[config.mk]
export PLATFORM = sky130hd
export DESIGN_NAME = wrr_pop_scheduler
export DESIGN_NICKNAME = d
export VERILOG_FILES = /design/src/rtl/wrr_pop_scheduler.sv
export SDC_FILE = /design/constraint.sdc
export NUM_CORES = 1
export LEC_CHECK = 0
export CORE_UTILIZATION = 56
export CTS_CLUSTER_DIAMETER = 60
export DETAILED_ROUTE_END_ITERATION = 12
export HOLD_SLACK_MARGIN = 0.15
export PLACE_DENSITY = 0.92
export SLEW_MARGIN = 25
export SYNTH_ARGS = -nofsm -noshare
export SYNTH_HDL_FRONTEND = slang
export SYNTH_SLANG_ARGS = --single-unit
[constraint.sdc]
create_clock -name clk -period 7.06 [get_ports clk]
set_input_delay 1.412 -clock clk [delete_from_list [all_inputs] [get_ports clk]]
set_output_delay 1.412 -clock clk [all_outputs]
set_load 0.005 [all_outputs]
[src/rtl/wrr_pop_scheduler.sv]
// Weighted round-robin pop scheduler for four VC FIFOs. Each eligible queue is
// served for up to its weight of consecutive pops. All pops stall while any
// downstream almost_full flag is set.
module wrr_pop_scheduler #(
  parameter int          CNT_W  = 3,
  parameter int unsigned W0_DEF = 4,
  parameter int unsigned W1_DEF = 3,
  parameter int unsigned W2_DEF = 2,
  parameter int unsigned W3_DEF = 1
) (
  input  logic             clk,
  input  logic             reset,
  input  logic [3:0]       state,
  input  logic [CNT_W-1:0] weight0,
  input  logic [CNT_W-1:0] weight1,
  input  logic [CNT_W-1:0] weight2,
  input  logic [CNT_W-1:0] weight3,
  input  logic             empty0,
  input  logic             empty1,
  input  logic             empty2,
  input  logic             empty3,
  input  logic             almost_full0,
  input  logic             almost_full1,
  input  logic             almost_full2,
  input  logic             almost_full3,
  output logic             pop0,
  output logic             pop1,
  output logic             pop2,
  output logic             pop3,
  output logic [1:0]       active_q,
  output logic             busy,
  output logic [7:0]       served_total
);

  typedef enum logic [1:0] {
    IDLE  = 2'd0,
    SERVE = 2'd1,
    STALL = 2'd2
  } fsm_e;

  fsm_e             fsm_q, fsm_d;
  logic [1:0]       ptr_q, ptr_d;
  logic [CNT_W-1:0] credit_q, credit_d;
  logic [7:0]       served_q, served_d;
  logic [CNT_W-1:0] wreg_q [4];

  logic [3:0] empty_v;
  logic [3:0] elig_v;
  logic [3:0] pop_v;
  logic       any_af;
  logic       link_rst;
  logic [2:0] idle_srch;
  logic [2:0] serve_srch;

  // First eligible queue starting at 'start' and wrapping; returns {hit, index}.
  function automatic logic [2:0] find_next(input logic [3:0] elig, input logic [1:0] start);
    logic       found;
    logic [1:0] idx;
    logic [1:0] res;
    found = 1'b0;
    res   = start;
    for (int k = 0; k < 4; k++) begin
      idx = start + 2'(k);
      if (!found && elig[idx]) begin
        found = 1'b1;
        res   = idx;
      end
    end
    return {found, res};
  endfunction

  assign empty_v  = {empty3, empty2, empty1, empty0};
  assign any_af   = almost_full0 | almost_full1 | almost_full2 | almost_full3;
  assign link_rst = (state == 4'b0001);

  // Eligibility, search results and the pop strobes.
  always_comb begin
    for (int i = 0; i < 4; i++) begin
      elig_v[i] = ~empty_v[i] & (wreg_q[i] != '0);
    end
    idle_srch  = find_next(elig_v, ptr_q);
    serve_srch = find_next(elig_v, ptr_q + 2'd1);
    pop_v      = 4'b0000;
    if ((fsm_q == SERVE) && !empty_v[ptr_q] && (credit_q != '0) && !any_af && !link_rst) begin
      pop_v[ptr_q] = 1'b1;
    end else begin
      pop_v = 4'b0000;
    end
  end

  // Next-state logic; a credit of 0 in SERVE is treated like an exhausted grant.
  always_comb begin
    fsm_d    = fsm_q;
    ptr_d    = ptr_q;
    credit_d = credit_q;
    served_d = served_q + {7'd0, |pop_v};
    if (link_rst) begin
      fsm_d    = IDLE;
      ptr_d    = 2'd0;
      credit_d = '0;
      served_d = 8'd0;
    end else begin
      case (fsm_q)
        IDLE: begin
          if (idle_srch[2]) begin
            fsm_d    = SERVE;
            ptr_d    = idle_srch[1:0];
            credit_d = wreg_q[idle_srch[1:0]];
          end else begin
            fsm_d = IDLE;
          end
        end
        SERVE: begin
          if (any_af) begin
            fsm_d = STALL;
          end else if (empty_v[ptr_q] || (credit_q <= CNT_W'(1))) begin
            if (serve_srch[2]) begin
              ptr_d    = serve_srch[1:0];
              credit_d = wreg_q[serve_srch[1:0]];
            end else begin
              fsm_d = IDLE;
            end
          end else begin
            credit_d = credit_q - CNT_W'(1);
          end
        end
        STALL: begin
          if (!any_af) begin
            fsm_d = SERVE;
          end else begin
            fsm_d = STALL;
          end
        end
        default: begin
          fsm_d = IDLE;
        end
      endcase
    end
  end

  // Scheduler state registers.
  always_ff @(posedge clk or posedge reset) begin
    if (reset) begin
      fsm_q    <= IDLE;
      ptr_q    <= 2'd0;
      credit_q <= '0;
      served_q <= 8'd0;
    end else begin
      fsm_q    <= fsm_d;
      ptr_q    <= ptr_d;
      credit_q <= credit_d;
      served_q <= served_d;
    end
  end

  // Weight registers load only while the link is in RESET.
  always_ff @(posedge clk or posedge reset) begin
    if (reset) begin
      wreg_q[0] <= CNT_W'(W0_DEF);
      wreg_q[1] <= CNT_W'(W1_DEF);
      wreg_q[2] <= CNT_W'(W2_DEF);
      wreg_q[3] <= CNT_W'(W3_DEF);
    end else if (link_rst) begin
      wreg_q[0] <= weight0;
      wreg_q[1] <= weight1;
      wreg_q[2] <= weight2;
      wreg_q[3] <= weight3;
    end else begin
      for (int i = 0; i < 4; i++) begin
        wreg_q[i] <= wreg_q[i];
      end
    end
  end

  assign pop0         = pop_v[0];
  assign pop1         = pop_v[1];
  assign pop2         = pop_v[2];
  assign pop3         = pop_v[3];
  assign active_q     = ptr_q;
  assign busy         = (fsm_q != IDLE);
  assign served_total = served_q;

endmodule

==> results of run 1 <==
## power by group through the flow
stage	Clock [W]	Combinational [W]	Sequential [W]
final	0.0000834	0.000507	0.000256
after global routing	0.0000920	0.000557	0.000262
after CTS	0.0000874	0.000496	0.000254
after detailed placement	0	0.000488	0.000257
after global placement	0	0.000484	0.000255
after floorplan	0	0.000397	0.000227
## state kept, by name, indices dropped and copies added (netlist names)
name and cells:
active_q 2, served_total 8, wreg_q 12, credit_q 3, fsm_q 2
## placed cells by master, fill, tap and decap left out, drive strengths merged, types with 3 or more instances in the layout
cell type      count
o211ai             3
nand3             13
dfstp              5
clkbuf             4
o22ai              3
nor2b              6
xnor2              4
ha                 9
dfrtp             22
o221ai             3
nand2             12
o21ai              8
clkdlybuf4s50     40
mux2              15
nor3               7
a32o               3
o31ai              3
nand2b             3
a21oi             10
and2               4
nor2              19
mux2i              7
or3                4
xor2               4
a32oi              4
a211oi             4
inv                9
and3               5
## cells in the mapped netlist, types with 2 or more instances
master | n | share of area
and3_1 | 5 | 0.015
nor3b_1 | 2 | 0.0072
nor3_1 | 7 | 0.017
a2bb2oi_1 | 2 | 0.0084
nand2b_1 | 3 | 0.0090
inv_1 | 9 | 0.016
or4_1 | 2 | 0.0072
nand2_1 | 12 | 0.022
ha_1 | 9 | 0.054
a21oi_1 | 9 | 0.022
o221ai_1 | 3 | 0.013
a22oi_1 | 2 | 0.0072
a211o_1 | 2 | 0.0084
nor2_1 | 19 | 0.034
mux2i_1 | 7 | 0.034
nand3_1 | 13 | 0.031
dfrtp_1 | 22 | 0.26
dfstp_2 | 5 | 0.063
buf_2 | 4 | 0.0096
o21ai_0 | 7 | 0.017
a32oi_1 | 4 | 0.017
clkbuf_1 | 8 | 0.014
a211oi_1 | 3 | 0.011
xor2_1 | 4 | 0.017
nor2b_1 | 6 | 0.018
nor4b_1 | 2 | 0.0084
o211ai_1 | 3 | 0.011
a32o_1 | 3 | 0.014
o31ai_1 | 3 | 0.011
a22o_1 | 2 | 0.0084
o22ai_1 | 3 | 0.0090
and2_1 | 4 | 0.012
xnor2_1 | 4 | 0.017
or3_1 | 4 | 0.012
mux2_2 | 15 | 0.081
## per-layer routing
layer | part of all wire | GRT usage
met5 | 0 | 0
met4 | 0.031 | 0.0872
met3 | 0.088 | 0.0584
met2 | 0.48 | 0.491
met1 | 0.40 | 0.341
## kinds of logic after synthesis
kind of cell / synth area share
AND/OR/NAND/NOR: 0.202
AO/OA/AOI/OAI: 0.218
flip-flops: 0.327
multiplexers: 0.125
buffers and inverters: 0.0402
adder cells (fa/ha/maj): 0.0540
XOR/XNOR: 0.0336
## worst max-delay path by stage
| stage | from | endpoint |
|---|---|---|
| 2_1_floorplan | empty0 | pop2 |
| 3_3_place_gp | empty0 | pop2 |
| 3_5_place_dp | empty0 | pop0 |
| 4_1_cts | empty0 | pop0 |
| 5_1_grt | empty0 | pop0 |
| 6_report | empty0 | pop0 |
## tightest hold or removal path: stages, from the launching register on
cell,delay [ps]
dfrtp_1,370
nand2_1,60
nand3_1,70
## stage by stage
| stage | power [W] | hold WS, ps |
|---|---|---|
| 3_3_place_gp | 0.000739 | 512 |
| 5_1_grt | 0.000911 | 560 |
| 3_5_place_dp | 0.000745 | 505 |
| 2_1_floorplan | 0.000623 | 485 |
| 4_1_cts | 0.000838 | 529 |
| 6_report | 0.000847 | 531 |
## final cells by class
cell class                 instances  area, um2  share of cell area
clock buffer                       4       45.0              0.0176
inverter                           9       33.8              0.0132
multi-input combinational        181       1330               0.520
sequential                        27        682               0.267
tap                               46       57.6              0.0225
timing repair buffer              41        408               0.160
==> impl_results.md, run 1 <==
- Worst slew pin tran: 697 ps
- Synthesized instance count: 229
- Sequential share of the synthesized area: 0.327
- Skew final: 6.69 ps
- Combinational power share: 0.599
- Layout Utilization: 0.742
- Unrepaired setup endpoints after global routing: false
- Crit path max-delay cell type: clkdlybuf4s50_1
- Max-slew headroom: 0.532
- Global placement routability congestion: 1.03
- Resize count post-CTS: 0
- F_max: 0.194 GHz
- CP required: 5650 ps
- Setup_tns: 0 ps
- Critical Path Start Type: input pin
- Hold Crit Endpoint: credit_q[1]
- LEAKAGE: 1.06 nW
- DR WL/cell: 16.3 um
- Die width: 63.0 um
- Clock sinks: 27
- GRT Util Overall: 0.280
- Hold Fails Final Rpt: 0
- Vias in the first global route: 1928
- H-Tree Depth: 1
- Async set-reset flop share out of synthesis: 1.00
- Final HPWL DP: 3.78 mm
- Core area: 3440 um2
- Worst EP arrival: 3730 ps
- Port bufs: 40
- Final net count: 298
- Die Area: 3970 um2
- PwrDens: 332 nW/um2
- Cell Area, Placed: 2510 um2
- Pre-antenna DRT Iters: 5
- Via/cell ratio: 6.39
- Post-route worst setup slack: 1920 ps
- Crit-path max FO: 9
- Die height: 63.0 um
- Cell internal pwr: 0.000469 W
- # rows: 21
- Post-CTS Hold Buffers: 0
- Final wirelength: 5.01 mm
- Number of synthesized flops with an enable pin: 0
- Clk_lat worst skew: 270 ps
- Post-CTS setup buffer count: 0
- Syn nets: 264
- Cell area after synthesis: 2090 um2
- Period utilization: 0.728
- Synth cell types: 52
- FF-to-FF path depth: 9
- Top Ports: 41
- Reg clk slew, reported paths: 80 ps
- Place WS: 1900 ps
- Worst path depth: 5
- Share of power burned in registers: 0.302
- Critical path's top delay family: buffers and inverters
- CTS tree: done
- Final setup vio count: 0
- Syn-to-layout area delta: 22.4%
- Hold path start: credit_q[1]
- Remaining antenna violation count: 0
- First-pass GRT wire length: 8.91 mm
- Initial Utilization: 0.606
- Critical Path Max Stage Delay: 570 ps
- CP most frequent cell: clkdlybuf4s50_1
- Synth Flop Type: dfrtp_1
- Bufs and invs on worst path: 2
- Post-Syn Area per Cell: 9.11 um2
- YS warnings: 0
- Min-Delay Path Class: flop to flop
- Largest net degree at the start of global routing: 30
- Global route total overflow: 0
- Max IR drop VDD: 206 uV
- N_diodes: 0
- Status: completed
- Fin. max-slew vios: 0
- Final instance area: 2550 um2
- Power share of the clock group: 0.099
- Total CTS buffers: 3
- Layout cells sized above 1: 0.122
- Crit path kind: input pin to primary output
- Initial antenna violation count: 0
- Placed Cells: 304
- CTS Root Cell: clkbuf_8
- CP endpoint kind: primary output
- Sw Ratio: 0.447
- DRC viols: 0
- FF-to-FF Start: active_q[0]
- Max-Cap Viols: 0
- Sw power: 0.000378 W
- Detailed Route Iter0 Violations: 210
- Layout filler cell count: 262
- Fin crit period: 5140 ps
- R2r setup slk: 3880 ps
- Vias: 1969
- CTS max path bufs: 2
- Hold depth: 2
- Post-Layout Cell Count: 308
- Worst R2R End: credit_q[0]
- Seq cells post-synth: 27
- Crit-path cells: clkdlybuf4s50_1 -> mux4_2 -> nor4b_1 -> and2_1 -> clkdlybuf4s50_1
No activity file was read; power rests on OpenSTA's default activity.
==> run 2, diff against run 1 <==
- CORE_UTILIZATION: 56 -> 47
- PLACE_DENSITY: 0.92 -> 0.83
- clock period: 7.06 -> 4.72 ns (I/O delays scaled with it)
==> run 2 against run 1 <==
  * Worst setup slack got worse by 1400 ps
  * Flip-flop and latch count unchanged
  * Global-route usage decreased by 3.0 points
  * Critical path depth did not move
  * Die area up 19%
  * Largest cell class unchanged
  * Largest power group unchanged
==> impl_results.md, run 2 (same netlist as run 1, synthesis figures left out) <==
- Worst slew pin tran: 613 ps (-84.0 ps)
- Die height: 68.6 um (+8.9%)
- N_diodes: 0 (unchanged)
- Crit path max-delay cell type: clkdlybuf4s50_1
- Fin. max-slew vios: 0 (unchanged)
- Setup_tns: 0 ps (unchanged)
- Place WS: 559 ps (-1340 ps)
- Critical Path Max Stage Delay: 570 ps (about the same)
- Layout cells sized above 1: 0.126 (+0.00382)
- Worst EP arrival: 3220 ps (-510 ps)
- Max FFs per register: 12 (unchanged)
- PwrDens: 496 nW/um2 (+49%)
- Critical Path Start Type: input pin
- Register area: 682 um2 (unchanged)
- Max-slew headroom: 0.588 (+0.0564)
- H-Tree Depth: 1 (unchanged)
- Post-CTS setup buffer count: 0 (unchanged)
- Largest register by flop count: wreg_q
- Resize count post-CTS: 0 (unchanged)
- GRT Util Overall: 0.250 (-0.0305)
- CTS Root Cell: clkbuf_8
- Via/cell ratio: 6.22 (-2.7%)
- First-pass GRT wire length: 8.70 mm (-2.3%)
- Layout filler cell count: 367 (+40%)
- # rows: 23 (+9.5%)
- Status: completed
- Port bufs: 40 (unchanged)
- Post-route worst setup slack: 556 ps (-1360 ps)
- Reg clk slew, reported paths: 90 ps (about the same)
- Global placement routability congestion: 0.914 (-11%)
- Crit-path max FO: 9 (unchanged)
- Crit path kind: input pin to primary output
- Clock sinks: 27 (unchanged)
- CP most frequent cell: clkdlybuf4s50_1
- Remaining antenna violation count: 0 (unchanged)
- DR WL/cell: 16.5 um (+1.3%)
- Most frequent cells in the layout: 40 x clkdlybuf4s50_1, 22 x dfrtp_1, 19 x nor2_1, 15 x mux2_2, 13 x nand3_1
- CTS tree: done
- Initial Utilization: 0.504 (-0.103)
- CTS max path bufs: 2 (unchanged)
- Final setup vio count: 0 (unchanged)
- Hold depth: 2 (unchanged)
- Max-Cap Viols: 0 (unchanged)
- Post-CTS Hold Buffers: 0 (unchanged)
- Die width: 68.6 um (+8.9%)
- Hold Fails Final Rpt: 0 (unchanged)
- Detailed Route Iter0 Violations: 142 (-32%)
- Period utilization: 0.882
- Layout Utilization: 0.618 (-0.124)
- Top Ports: 41 (unchanged)
- Final wirelength: 5.14 mm (+2.6%)
- Unrepaired setup endpoints after global routing: false
- Global route total overflow: 0 (unchanged)
- LEAKAGE: 1.06 nW (+0.26%)
- Final net count: 298 (unchanged)
- CP endpoint kind: primary output
- Post-Layout Cell Count: 312 (+1.3%)
- Initial antenna violation count: 0 (unchanged)
- Core area: 4140 um2 (+20%)
- Placed Cells: 308 (+1.3%)
- FF-to-FF path depth: 9 (unchanged)
- Max IR drop VDD: 253 uV (+23%)
- Syn-to-layout area delta: 22.7%
- Skew final: 2.32 ps (-4.37 ps)
- Most common cell after layout, fill and taps aside: clkdlybuf4s50_1
- Die Area: 4710 um2 (+19%)
- Total CTS buffers: 3 (unchanged)
- Vias in the first global route: 1829 (-5.1%)
- Final HPWL DP: 3.96 mm (+4.8%)
- Largest net degree at the start of global routing: 29 (-3.3%)
- Area occupied by multi-input gates: 1330 um2 (unchanged)
- Crit-path cells: clkdlybuf4s50_1 -> mux4_2 -> nor4b_1 -> and2_1 -> clkdlybuf4s50_1
- Pre-antenna DRT Iters: 4 (-1)
- Fin crit period: 4160 ps
- Vias: 1941 (-1.4%)
- Min-Delay Path Class: flop to flop
- CP required: 3780 ps (-1870 ps)
- F_max: 0.240 GHz
- Clk_lat worst skew: 280 ps (about the same)
- DRC viols: 0 (unchanged)
[run 2: critical path, delay by kind of cell]
| family | cells | cell delay (ps) |
|---|---|---|
| buffers and inverters | 2 | 1070 |
| and+or+nand+nor | 2 | 640 |
| muxes | 1 | 550 |
[run 2: area by class of cell]
type                            instances  area share
Clock inverter                          1     0.00196
Timing Repair Buffer                   41       0.159
Sequential cell                        27       0.266
Clock buffer                            3      0.0161
Inverter                                9      0.0132
Tap cell                               50      0.0244
Multi-Input combinational cell        181       0.519
[run 2: power by group]
group / internal, W / switching [W] / leakage, nW
Clock: 0.0000594 / 0.0000737 / 0.0255
Combinational: 0.000347 / 0.000406 / 0.702
Sequential: 0.000293 / 0.0000888 / 0.336
Total: 0.000700 / 0.000569 / 1.06
[run 2: metal layers]
| layer | track usage | wire (um) | vias to the layer above |
|---|---|---|---|
| li1 | - | - | 920 |
| met5 | 0 | 0 | - |
| met3 | 0.0395 | 359 | 10 |
| met2 | 0.408 | 2410 | 105 |
| met1 | 0.342 | 2300 | 906 |
| met4 | 0.0651 | 74 | 0 |
[run 2: final timing paths]
check / from / end / slack, ps
max: empty0 / pop0 / 560
min: credit_q[1] / credit_q[1] / 540
max reg2reg: active_q[0] / credit_q[0] / 1560
min reg2reg: credit_q[1] / credit_q[1] / 540
max in group asynchronous: reset / wreg_q[4] / 3340
min in group asynchronous: reset / wreg_q[8] / 1010
[run 2: through the flow]
step,power (W),cell area [um2],hold WS (ps)
2_1_floorplan,0.000933,2090,485
3_3_place_gp,0.00112,2510,522
3_5_place_dp,0.00112,2510,516
4_1_cts,0.00126,2560,538
5_1_grt,0.00138,2560,583
6_report,0.00127,2560,540
==> run 3, diff against run 2 <==
- CORE_MARGIN: unset -> 4
- MAX_ROUTING_LAYER: unset -> met4
==> run 3 against run 2 <==
  * Non-clock buffer count unchanged
  * Critical path depth unchanged
  * Die area increased by 18%
  * Power decreased by 0.89%
  * Clock skew decreased by 1.4 ps
  * Routed wire length decreased by 0.62%
  * Register-to-register slack improved by 70 ps
  * Cell count unchanged
  * Global-route usage decreased by 4.7 points
  * Highest routed layer unchanged
  * Count of clock-buffer cells in the layout increased by 1
  * Largest power group unchanged
  * Flip-flop and latch count unchanged
==> impl_results.md, run 3 (same netlist as run 1, synthesis figures left out) <==
- Status: completed
- Global route total overflow: 0 (unchanged)
- Via/cell ratio: 6.27 (+0.82%)
- Layout Utilization: 0.617 (about the same)
- Setup_tns: 0 ps (unchanged)
- Cell internal pwr: 0.000702 W (+0.29%)
- CTS tree: done
- Max FFs per register: 12 (unchanged)
- DR WL/cell: 16.4 um (-0.62%)
- Core area: 4140 um2 (unchanged)
- Crit path kind: input pin to primary output
- Most common cell after layout, fill and taps aside: clkdlybuf4s50_1
- CP required: 3780 ps (about the same)
- Power share of the clock group: 0.101 (-0.004)
- # rows: 23 (unchanged)
- GRT Util Overall: 0.203 (-0.0467)
- R2r setup slk: 1630 ps (+70 ps)
- Final wirelength: 5.11 mm (-0.62%)
- Largest register by flop count: wreg_q
- Max-Cap Viols: 0 (unchanged)
- Final net count: 298 (unchanged)
- First-pass GRT wire length: 8.65 mm (-0.63%)
- Crit-path max FO: 9 (unchanged)
- Global placement routability congestion: 1.01 (+10%)
- CTS max path bufs: 2 (unchanged)
- Sw Ratio: 0.442 (-0.00655)
- Total CTS buffers: 3 (unchanged)
- Fin crit period: 4160 ps (-0.993 ps)
- Post-CTS Hold Buffers: 0 (unchanged)
- Initial antenna violation count: 0 (unchanged)
- Reg clk slew, reported paths: 80 ps (about the same)
- Detailed Route Iter0 Violations: 243 (+71%)
- Top Ports: 41 (unchanged)
- Unrepaired setup endpoints after global routing: false
- F_max: 0.240 GHz (about the same)
- Resize count post-CTS: 0 (unchanged)
- Die width: 74.6 um (+8.7%)
- Final setup vio count: 0 (unchanged)
- Clock sinks: 27 (unchanged)
- PwrDens: 491 nW/um2 (-0.84%)
- CP endpoint kind: primary output
- Port bufs: 40 (unchanged)
- Vias: 1957 (+0.82%)
- H-Tree Depth: 1 (unchanged)
- LEAKAGE: 1.06 nW (-0.26%)
- Fin. max-slew vios: 0 (unchanged)
- Placed Cells: 308 (unchanged)
- Initial Utilization: 0.504 (unchanged)
- WHS: 536 ps (-4.34 ps)
- Worst slew pin tran: 625 ps (+12.5 ps)
- Final HPWL DP: 4.04 mm (+2.1%)
- DRC viols: 0 (unchanged)
- Clk_lat worst skew: 270 ps (about the same)
- CTS Root Cell: clkbuf_8
- Largest net degree at the start of global routing: 29 (unchanged)
- Die height: 74.6 um (+8.7%)
- Critical Path Start Type: input pin
- Max-slew headroom: 0.580 (-0.00839)
- Syn-to-layout area delta: 22.6% (about the same)
- Skew final: 0.944 ps (-1.38 ps)
- Remaining antenna violation count: 0 (unchanged)
- Die Area: 5570 um2 (+18%)
- Period utilization: 0.882 (about the same)
- Post-CTS setup buffer count: 0 (unchanged)
- Post-Layout Cell Count: 312 (unchanged)
- Sw power: 0.000556 W (-2.3%)
- Share of power burned in registers: 0.303 (+0.002)
- Layout filler cell count: 365 (-0.54%)
- N_diodes: 0 (unchanged)
- Most frequent cells in the layout: 40 x clkdlybuf4s50_1, 22 x dfrtp_1, 19 x nor2_1, 15 x mux2_2, 13 x nand3_1
- Combinational power share: 0.595 (about the same)
- Pre-antenna DRT Iters: 5 (+1)
- Hold Fails Final Rpt: 0 (unchanged)
- Min-Delay Path Class: flop to flop
- Max IR drop VDD: 249 uV (-1.7%)
- Vias in the first global route: 1887 (+3.2%)
- Layout cells sized above 1: 0.122 (-0.00382)
- Worst EP arrival: 3220 ps (about the same)
-- run 3: power by group through the flow --
stage	Combinational [W]	Sequential [W]	Clock, W
4_1_cts	0.000738	0.000379	0.000133
6_report	0.000748	0.000381	0.000128
5_1_grt	0.000822	0.000394	0.000147
3_3_place_gp	0.000732	0.000381	0
2_1_floorplan	0.000593	0.000339	0
3_5_place_dp	0.000735	0.000383	0
-- run 3: layer usage --
layer  up-vias  wire length (um)  share of wire  track usage
li1        920                 -              -            -
met1       913              2140           0.42        0.254
met3         5               514           0.10       0.0521
met5         -                 0              0            -
met2       119              2420           0.47        0.333
met4         0                32         0.0063       0.0455
-- run 3: critical path, stage by stage --
cell             delay [ps]
clkdlybuf4s50_1         560
mux4_2                  540
nor4b_1                 460
and2_1                  220
clkdlybuf4s50_1         500
-- run 3: metrics by stage --
| stage | instance area, um2 | total power, W | worst slack (ps) |
|---|---|---|---|
| after global routing | 2560 | 0.00136 | 301 |
| after CTS | 2560 | 0.00125 | 542 |
| final | 2560 | 0.00126 | 557 |
| after global placement | 2510 | 0.00111 | 680 |
| after detailed placement | 2510 | 0.00112 | 551 |
| after floorplan | 2090 | 0.000933 | 1630 |
-- run 3: area by class of cell --
class                   count  area, um2  share of cell area
clock buffers               4       45.0              0.0176
inverters                   9       33.8              0.0132
multi-input cells         181       1330               0.519
flip-flops and latches     27        682               0.267
well taps                  50       62.6              0.0244
repair buffers             41        408               0.159
-- run 3: worst paths after layout --
| kind | from | end | cells after the start |
|---|---|---|---|
| setup / recovery | empty0 | pop0 | 5 |
| hold / removal | credit_q[1] | credit_q[1] | 2 |
| setup reg to reg | active_q[0] | credit_q[0] | 9 |
| hold reg to reg | credit_q[1] | credit_q[1] | 2 |
| max in group asynchronous | reset | wreg_q[4] | 2 |
| min in group asynchronous | reset | wreg_q[8] | 2 |
